`src/rtl/mux_sel_arbiter_8.sv`:
```
// ---------------------------------------------------------------------------
// mux_sel_arbiter_8
//
// Round-robin arbiter that drives the Sel/Enable pair of the 8-way bus
// multiplexer in the VGA write path. One source owns the bus at a time. The
// owner keeps the grant for as long as it keeps requesting. A one-cycle
// turnaround gap separates two owners. Every output comes from a register, so
// the multiplexer only ever sees clean select values.
//
// Optional feature (compile-time macro MUX_ARB_TIMEOUT_EN):
//   When the macro is defined, an owner keeps the bus for at most MaxHold
//   consecutive cycles. At that point the arbiter forces a gap and pulses
//   Timeout for that gap cycle. When the macro is undefined, a grant lasts
//   indefinitely, Timeout is tied low and MaxHold has no effect.
//
// Parameters:
//   MaxHold  maximum consecutive granted cycles per owner (1..255)
//
// Ports:
//   Clock    in   1  system clock, rising edge
//   nReset   in   1  asynchronous active-low reset
//   Req      in   8  per-source request, bit i = mux input i
//   Grant    out  8  one-hot grant, zero when nobody owns the bus
//   Sel      out  3  index of the current or most recent owner
//   Enable   out  1  high while an owner holds the bus
//   Busy     out  1  high in GRANT and GAP
//   Timeout  out  1  one-cycle pulse on a forced release
// ---------------------------------------------------------------------------
module mux_sel_arbiter_8 #(
    parameter int unsigned MaxHold = 16
) (
    input  logic       Clock,
    input  logic       nReset,
    input  logic [7:0] Req,
    output logic [7:0] Grant,
    output logic [2:0] Sel,
    output logic       Enable,
    output logic       Busy,
    output logic       Timeout
);

    typedef enum logic [1:0] {
        ST_IDLE,
        ST_GRANT,
        ST_GAP
    } state_t;

    state_t     state_q, state_d;
    logic [2:0] ptr_q, ptr_d;
    logic [2:0] owner_q, owner_d;
    logic [2:0] sel_q, sel_d;
    logic [7:0] grant_q, grant_d;
    logic       enable_q, enable_d;
    logic       busy_q, busy_d;

`ifdef MUX_ARB_TIMEOUT_EN
    localparam logic [7:0] HoldLast = 8'(MaxHold - 1);
    logic [7:0] hold_q, hold_d;
    logic       timeout_q, timeout_d;
`endif

    // Arbitration: rotate Req so that index ptr_q lands at bit 0. The lowest
    // set bit of the rotated vector is then the winner's offset from ptr_q.
    logic [15:0] req_dbl;
    logic [7:0]  req_rot;
    logic [2:0]  win_off;
    logic [2:0]  win_idx;
    logic        win_valid;

    always_comb begin
        req_dbl   = {Req, Req} >> ptr_q;
        req_rot   = req_dbl[7:0];
        win_off   = '0;
        win_valid = |Req;
        // The loop runs downward, so the lowest set offset is assigned last.
        for (int unsigned i = 8; i > 0; i--) begin
            if (req_rot[i-1]) win_off = 3'(i - 1);
        end
        win_idx = ptr_q + win_off;
    end

    always_comb begin
        state_d  = state_q;
        ptr_d    = ptr_q;
        owner_d  = owner_q;
        sel_d    = sel_q;
        grant_d  = '0;
        enable_d = 1'b0;
        busy_d   = 1'b0;
`ifdef MUX_ARB_TIMEOUT_EN
        hold_d    = hold_q;
        timeout_d = 1'b0;
`endif
        unique case (state_q)
            ST_IDLE, ST_GAP: begin
                if (win_valid) begin
                    state_d  = ST_GRANT;
                    owner_d  = win_idx;
                    sel_d    = win_idx;
                    grant_d  = 8'b1 << win_idx;
                    enable_d = 1'b1;
                    busy_d   = 1'b1;
`ifdef MUX_ARB_TIMEOUT_EN
                    hold_d   = '0;
`endif
                end else begin
                    state_d = ST_IDLE;
                end
            end
            ST_GRANT: begin
                // A natural release is tested first, so it takes precedence
                // over a timeout that falls due on the same edge.
                if (!Req[owner_q]) begin
                    state_d = ST_GAP;
                    ptr_d   = owner_q + 3'd1;
                    busy_d  = 1'b1;
`ifdef MUX_ARB_TIMEOUT_EN
                end else if (hold_q == HoldLast) begin
                    state_d   = ST_GAP;
                    ptr_d     = owner_q + 3'd1;
                    busy_d    = 1'b1;
                    timeout_d = 1'b1;
`endif
                end else begin
                    grant_d  = grant_q;
                    enable_d = 1'b1;
                    busy_d   = 1'b1;
`ifdef MUX_ARB_TIMEOUT_EN
                    hold_d   = hold_q + 8'd1;
`endif
                end
            end
            default: begin
                state_d = ST_IDLE;
            end
        endcase
    end

    always_ff @(posedge Clock or negedge nReset) begin
        if (!nReset) begin
            state_q  <= ST_IDLE;
            ptr_q    <= '0;
            owner_q  <= '0;
            sel_q    <= '0;
            grant_q  <= '0;
            enable_q <= 1'b0;
            busy_q   <= 1'b0;
        end else begin
            state_q  <= state_d;
            ptr_q    <= ptr_d;
            owner_q  <= owner_d;
            sel_q    <= sel_d;
            grant_q  <= grant_d;
            enable_q <= enable_d;
            busy_q   <= busy_d;
        end
    end

`ifdef MUX_ARB_TIMEOUT_EN
    always_ff @(posedge Clock or negedge nReset) begin
        if (!nReset) begin
            hold_q    <= '0;
            timeout_q <= 1'b0;
        end else begin
            hold_q    <= hold_d;
            timeout_q <= timeout_d;
        end
    end

    assign Timeout = timeout_q;
`else
    assign Timeout = 1'b0;
`endif

    assign Grant  = grant_q;
    assign Sel    = sel_q;
    assign Enable = enable_q;
    assign Busy   = busy_q;

endmodule
```
`config.mk`:
```
export PLATFORM = sky130hd
export DESIGN_NAME = mux_sel_arbiter_8
export DESIGN_NICKNAME = d
export VERILOG_FILES = /design/src/rtl/mux_sel_arbiter_8.sv
export SDC_FILE = /design/constraint.sdc
export NUM_CORES = 1
export LEC_CHECK = 0
export CAP_MARGIN = 20
export CORE_UTILIZATION = 25
export CTS_BUF_LIST = sky130_fd_sc_hd__clkbuf_8
export DETAILED_ROUTE_END_ITERATION = 8
export HOLD_SLACK_MARGIN = 0.06
export SYNTH_ARGS = -nofsm -noshare
export SYNTH_HDL_FRONTEND = slang
export SYNTH_SLANG_ARGS = --single-unit
```
`constraint.sdc`:
```
create_clock -name Clock -period 3.3 [get_ports Clock]
set_clock_uncertainty 0.1 [all_clocks]
set_input_delay 0.66 -clock Clock [delete_from_list [all_inputs] [get_ports Clock]]
set_output_delay 0.66 -clock Clock [all_outputs]
set_load 0.03 [all_outputs]
```
After elaboration in Yosys (flattened, before gate mapping)
Index checks and enable logic that the tools add are counted.
W data, S select, Z words.

storage, ports and cells
  register bits after elaboration = 18
  input port bits = 10
  output and inout port bits = 14
  word-level logic and storage cells = 40

cells by class
  $add $sub $neg = 2
  magnitude comparators = 1
  equal/unequal tests = 3
  shift operators = 2
  multiplexer cells = 20
  bitwise logic cells = 1
  reductions and logical operators = 5

operators with widths
  operator               count
  $mux W3                8
  $mux W8                2
  $pmux W8 S2            1
  $shr A16 B3 Y8         1
  $reduce_or A8 Y1       1
  $shl A1 B3 Y8 const A  1
  $lt A3 B4 Y1 const B   1
  $mux W1                4
  $pmux W1 S2            2
  $pmux W2 S2            1
  $reduce_and A2 Y1      2
  $add A3 B1 Y3 const B  1
  $add A3 B3 Y3          1
  $bmux W1 S3            1
  $eq A2 B1 Y1 const B   1
  $eq A2 B2 Y1 const B   1
  $logic_not A2 Y1       1
  $mux W2                1
  $ne A2 B2 Y1 const B   1
  $reduce_or A2 Y1       1
  $not A1 Y1             1

Logic depth before layout (Yosys ltp)
  word-level depth = 13
  mapped depth = 14
  depth with buffers taken out = 13

Worst setup path before layout
Ideal clock, no wire load.

  path kind = register to register
  start point = register ptr_q[0]
  end point = register grant_q[4], in the netlist Grant[4]
  library setup time = 0.136 ns
  arrival = 3.018 ns
  required time = 3.064 ns
  path slack = 0.046 ns
  cell stages (with the launch flop) = 15
  path buffers = 2
  period minus slack after synthesis = 3.254 ns
  cells stage by stage = dfrtp_1 > buf_4 > clkbuf_1 > a211o_1 > and3_1 > a31oi_1 > o221ai_1 > nand2_1 > ha_1 > inv_1 > fa_1 > xnor2_1 > or3_1 > o2bb2ai_1 > o31ai_1

on the way
  longest elaborated chain between the ends = 13

RTL lines
  item                      RTL line  text
  start: declaration        49        logic [2:0] ptr_q, ptr_d;
  start signal: assignment  150       ptr_q <= ptr_d;
  $shr A16 B3 Y8            71        req_dbl = {Req, Req} >> ptr_q;
  $mux W3 (8 in series)     77        if (req_rot[i-1]) win_off = 3'(i - 1);
  $add A3 B3 Y3 *           79        win_idx = ptr_q + win_off;
  $shl A1 B3 Y8 *           100       grant_d = 8'b1 << win_idx;
  $mux W8 *                 96        if (win_valid) begin
  $pmux W8 S2 *             94        unique case (state_q)
  end signal: assignment    153       grant_q <= grant_d;
  end: declaration          52        logic [7:0] grant_q, grant_d;

Every way passes the cells marked *; elsewhere a longest branch is shown, timed or not.
A chain may end at the register's enable or synchronous reset.

Final worst setup path
  start point = input port Req[6]
  end point = register grant_q[6], in the netlist Grant[6]

on the way
  longest elaborated chain between the ends = 13
  elaborated cells on any way between the ends = 17
  classes of those cells = 1 x add/sub; 1 x eq/ne; 2 x shift; 12 x mux; 1 x reduce/logical

RTL lines
  item                   RTL line  text
  start: declaration     34        input logic [7:0] Req,
  $shr A16 B3 Y8         71
  $mux W3 (8 in series)  77
  $add A3 B3 Y3          79
  $shl A1 B3 Y8          100
  $mux W8                96
  $pmux W8 S2            94

Several ways; a longest one is shown, not always the timed one. The select of a mux whose other input is x is not followed.

==> metrics.txt <==
DP Worst Slack -534.4 ps; Synthesis Warnings 0; worst hold path class flip-flop to flip-flop; Worst-path clk slew 70 ps; R2R Setup Slk 210 ps; Final WS setup 82.00 ps; CTS root buf clkbuf_8; Slew HR 46.64%; Finished Layout Cells 268; Post-Syn Nets 161; CTS tree yes; worst skew pair latency 250 ps; status finished clean; synth unique cells 45; Yosys reg bits 18; # H-tree levels 1; initial core utilization 25.86%; post-DR vias/cell 4.963; setup TNS 0 ps; Core Region 0.005075 mm²; count of mapped cells out of synthesis 148; number of global-route vias before repair 1,250; Pre-antenna DRT Iters 4; period utilization 97.52%; 1st-iter DRT viols 57; deepest clock path buffer count 2; Die ar. 0.005544 mm²; cell area after layout 0.002021 mm²; combinational share of power 70.6%; total CTS buffers 3; share of layout cells above drive strength 1 37.88%; P_sw 911.9 µW; cell count of the worst hold path 2; CTS Hold Bufs 0; final slew viol count 0; Die Span X 74.46 µm; Ports 24; register area share after synthesis 34.32%; Rows 26; Net Sw Frac 46.13%; Die Height 74.46 µm; top-area cell type share of the netlist area 34.32%; DRC violations left 0; Final min period 3218 ps; Final nets 213; Sequential Power Share 21.8%; critical-path maximum fanout 6; syn_area_per_cell 8.868 µm²; measured slew at the worst slew-check pin 797.8 ps; clock sink count 18; DPL Wire Length 2.691 mm; GPL Wtd Cong 0.8746; HP Start Grant[1]; Max Cap Viol 0; R2R Path Start ptr_q[0]; Inst Count DP 260; max frequency 310.8 MHz; # diodes 0; Crit. End Element flip-flop; post-synthesis instance area 0.001313 mm²; Min-Delay Endpoint Grant[1]; maximum VDD drop 0.4302 mV; worst path required time 3370 ps; Synth area leaders dfrtp_1, mux4_2, nand2_1, o31ai_1, a21oi_1; Post-Place Cell Area 0.001794 mm²; Post-DRT Antenna Nets 0; r2r worst-path depth 13; Worst Path Arrival 3290 ps; gr usage total 13.56%; Leak Pwr 0.8409 nW; initial antenna violation count 0; clock share of power 7.6%; crit path launch type primary input; wire length of the first global-routing pass 5.796 mm; final setup fails 0; via count 1,330; # fillers 506; grt ovf 0; internal power 1.065 mW; cell taking the most area after synthesis dfrtp_1; Area growth syn-to-layout 53.96%; Final Hold Viols 0; Reg-to-Reg End Sel[2]; CP Class primary input to flip-flop; Cell Pwr Density 978.2 mW/mm²; largest net degree at the start of global routing 19; drt total wl 3.570 mm; post-DR wirelength/cell 13.32 µm; port bufs 22
==> layout by cell type (no fill, tap or decap), types with 3 or more instances in the layout <==
cell type	instances
clkbuf_2	4
clkbuf_8	3
dfrtp_1	17
mux4_2	5
buf_4	30
nor3_2	4
o31ai_1	6
dlygate4sd2_1	4
buf_6	4
a21oi_1	7
inv_2	3
o21ai_0	5
nor2_1	4
nand2_1	22
inv_1	7
clkdlybuf4s50_1	14
o211ai_1	3
==> worst max-delay path by stage <==
stage / start / endpoint / slack (ps) / depth (start not counted)
floorplan: ptr_q[0] / Grant[4] / 50 / 14
global placement: Req[4] / Grant[4] / -490 / 14
detailed placement: Req[4] / Grant[5] / -530 / 14
CTS: Req[4] / Sel[2] / 40 / 14
global route: Req[5] / Sel[2] / -9 / 13
finish: Req[6] / Grant[6] / 80 / 10
==> worst max-delay path, stage by stage <==
cell and delay, ps:
dlygate4sd2_1 300, o21a_1 200, mux4_2 500, o221ai_2 180
nand2_1 90, ha_2 170, inv_1 60, fa_2 460
or3_4 430, o31ai_4 230
==> layer usage <==
layer,vias to the layer above,GRT usage [%],part of all wire (%)
li1,643,-,-
met1,649,18.66,47
met2,36,22.02,48
met3,2,2.575,3.9
met4,0,3.145,0.76
met5,-,0,0
==> metrics by stage <==
| step | util (%) | power, mW | hold slack, ps |
|---|---|---|---|
| 4_1_cts | 37.72 | 1.834 | 382.2 |
| 5_1_grt | 39.82 | 2.131 | 405.0 |
| 2_1_floorplan | - | 1.108 | 264.4 |
| 6_report | 39.82 | 1.977 | 374.5 |
| 3_5_place_dp | 35.36 | 1.528 | 367.9 |
| 3_3_place_gp | 35.36 | 1.522 | 368.2 |
==> registers in the layout, indices dropped and copies added, names as in the netlist <==
signal and count:
ptr_q 3, Sel 3, Enable 1, Busy 1
Grant 8, state_q 2
==> final cells by class <==
type / count / area (µm²) / area share [%]
Clock buffer: 3 / 41.29 / 2.043
Inverter: 10 / 37.54 / 1.858
Multi-Input combinational cell: 111 / 937.1 / 46.38
Sequential cell: 18 / 451.7 / 22.35
Tap cell: 70 / 87.58 / 4.334
Timing Repair Buffer: 56 / 465.4 / 23.03
==> synth_stat cells, drive strengths merged <==
library cell,n
conb,1
o21ba,1
nand3b,1
nand3,1
dfrtp,18
mux4,5
a2111oi,1
a31oi,3
nor3,6
a21o,2
o31ai,9
a211o,3
o21ai,7
mux2i,2
a211oi,1
xnor2,1
nor4,2
or2,1
o211ai,3
o21a,2
nor4b,1
a31o,1
ha,2
nor2b,3
o2bb2ai,1
xor2,2
nor2,5
inv,10
a21oi,9
clkbuf,5
nand2b,2
fa,1
a311oi,1
nand2,22
buf,4
o221ai,2
nand4,2
o2111a,1
or3,3
and3,1
==> power groups by stage <==
| stage | sequential, mW | clock (mW) | combinational, mW |
|---|---|---|---|
| final | 0.430 | 0.151 | 1.40 |
| after global routing | 0.447 | 0.163 | 1.52 |
| after CTS | 0.420 | 0.152 | 1.26 |
| after detailed placement | 0.415 | 0 | 1.11 |
| after global placement | 0.418 | 0 | 1.10 |
| after floorplan | 0.437 | 0 | 0.671 |
==> cells by family after synthesis <==
family	count (synthesis)	share of synthesized area (%)
AOI/OAI and AO/OA	47	25.17
xor gates and xnor gates	3	2.002
adders and majority gates	3	3.432
buffers and inverters	19	6.197
DFF	18	34.32
muxes	7	10.11
other	1	0.2857
and+or+nand+nor	50	18.49
==> repair_timing <==
| item | in CTS | in global routing |
|---|---|---|
| setup buffers | 1 | 4 |
| resized for setup | 24 | 26 |
| pin swaps | 6 | 16 |
| endpoints found under the setup margin | 9 | 9 |
Note: power is estimated with default switching activity, not from simulation.
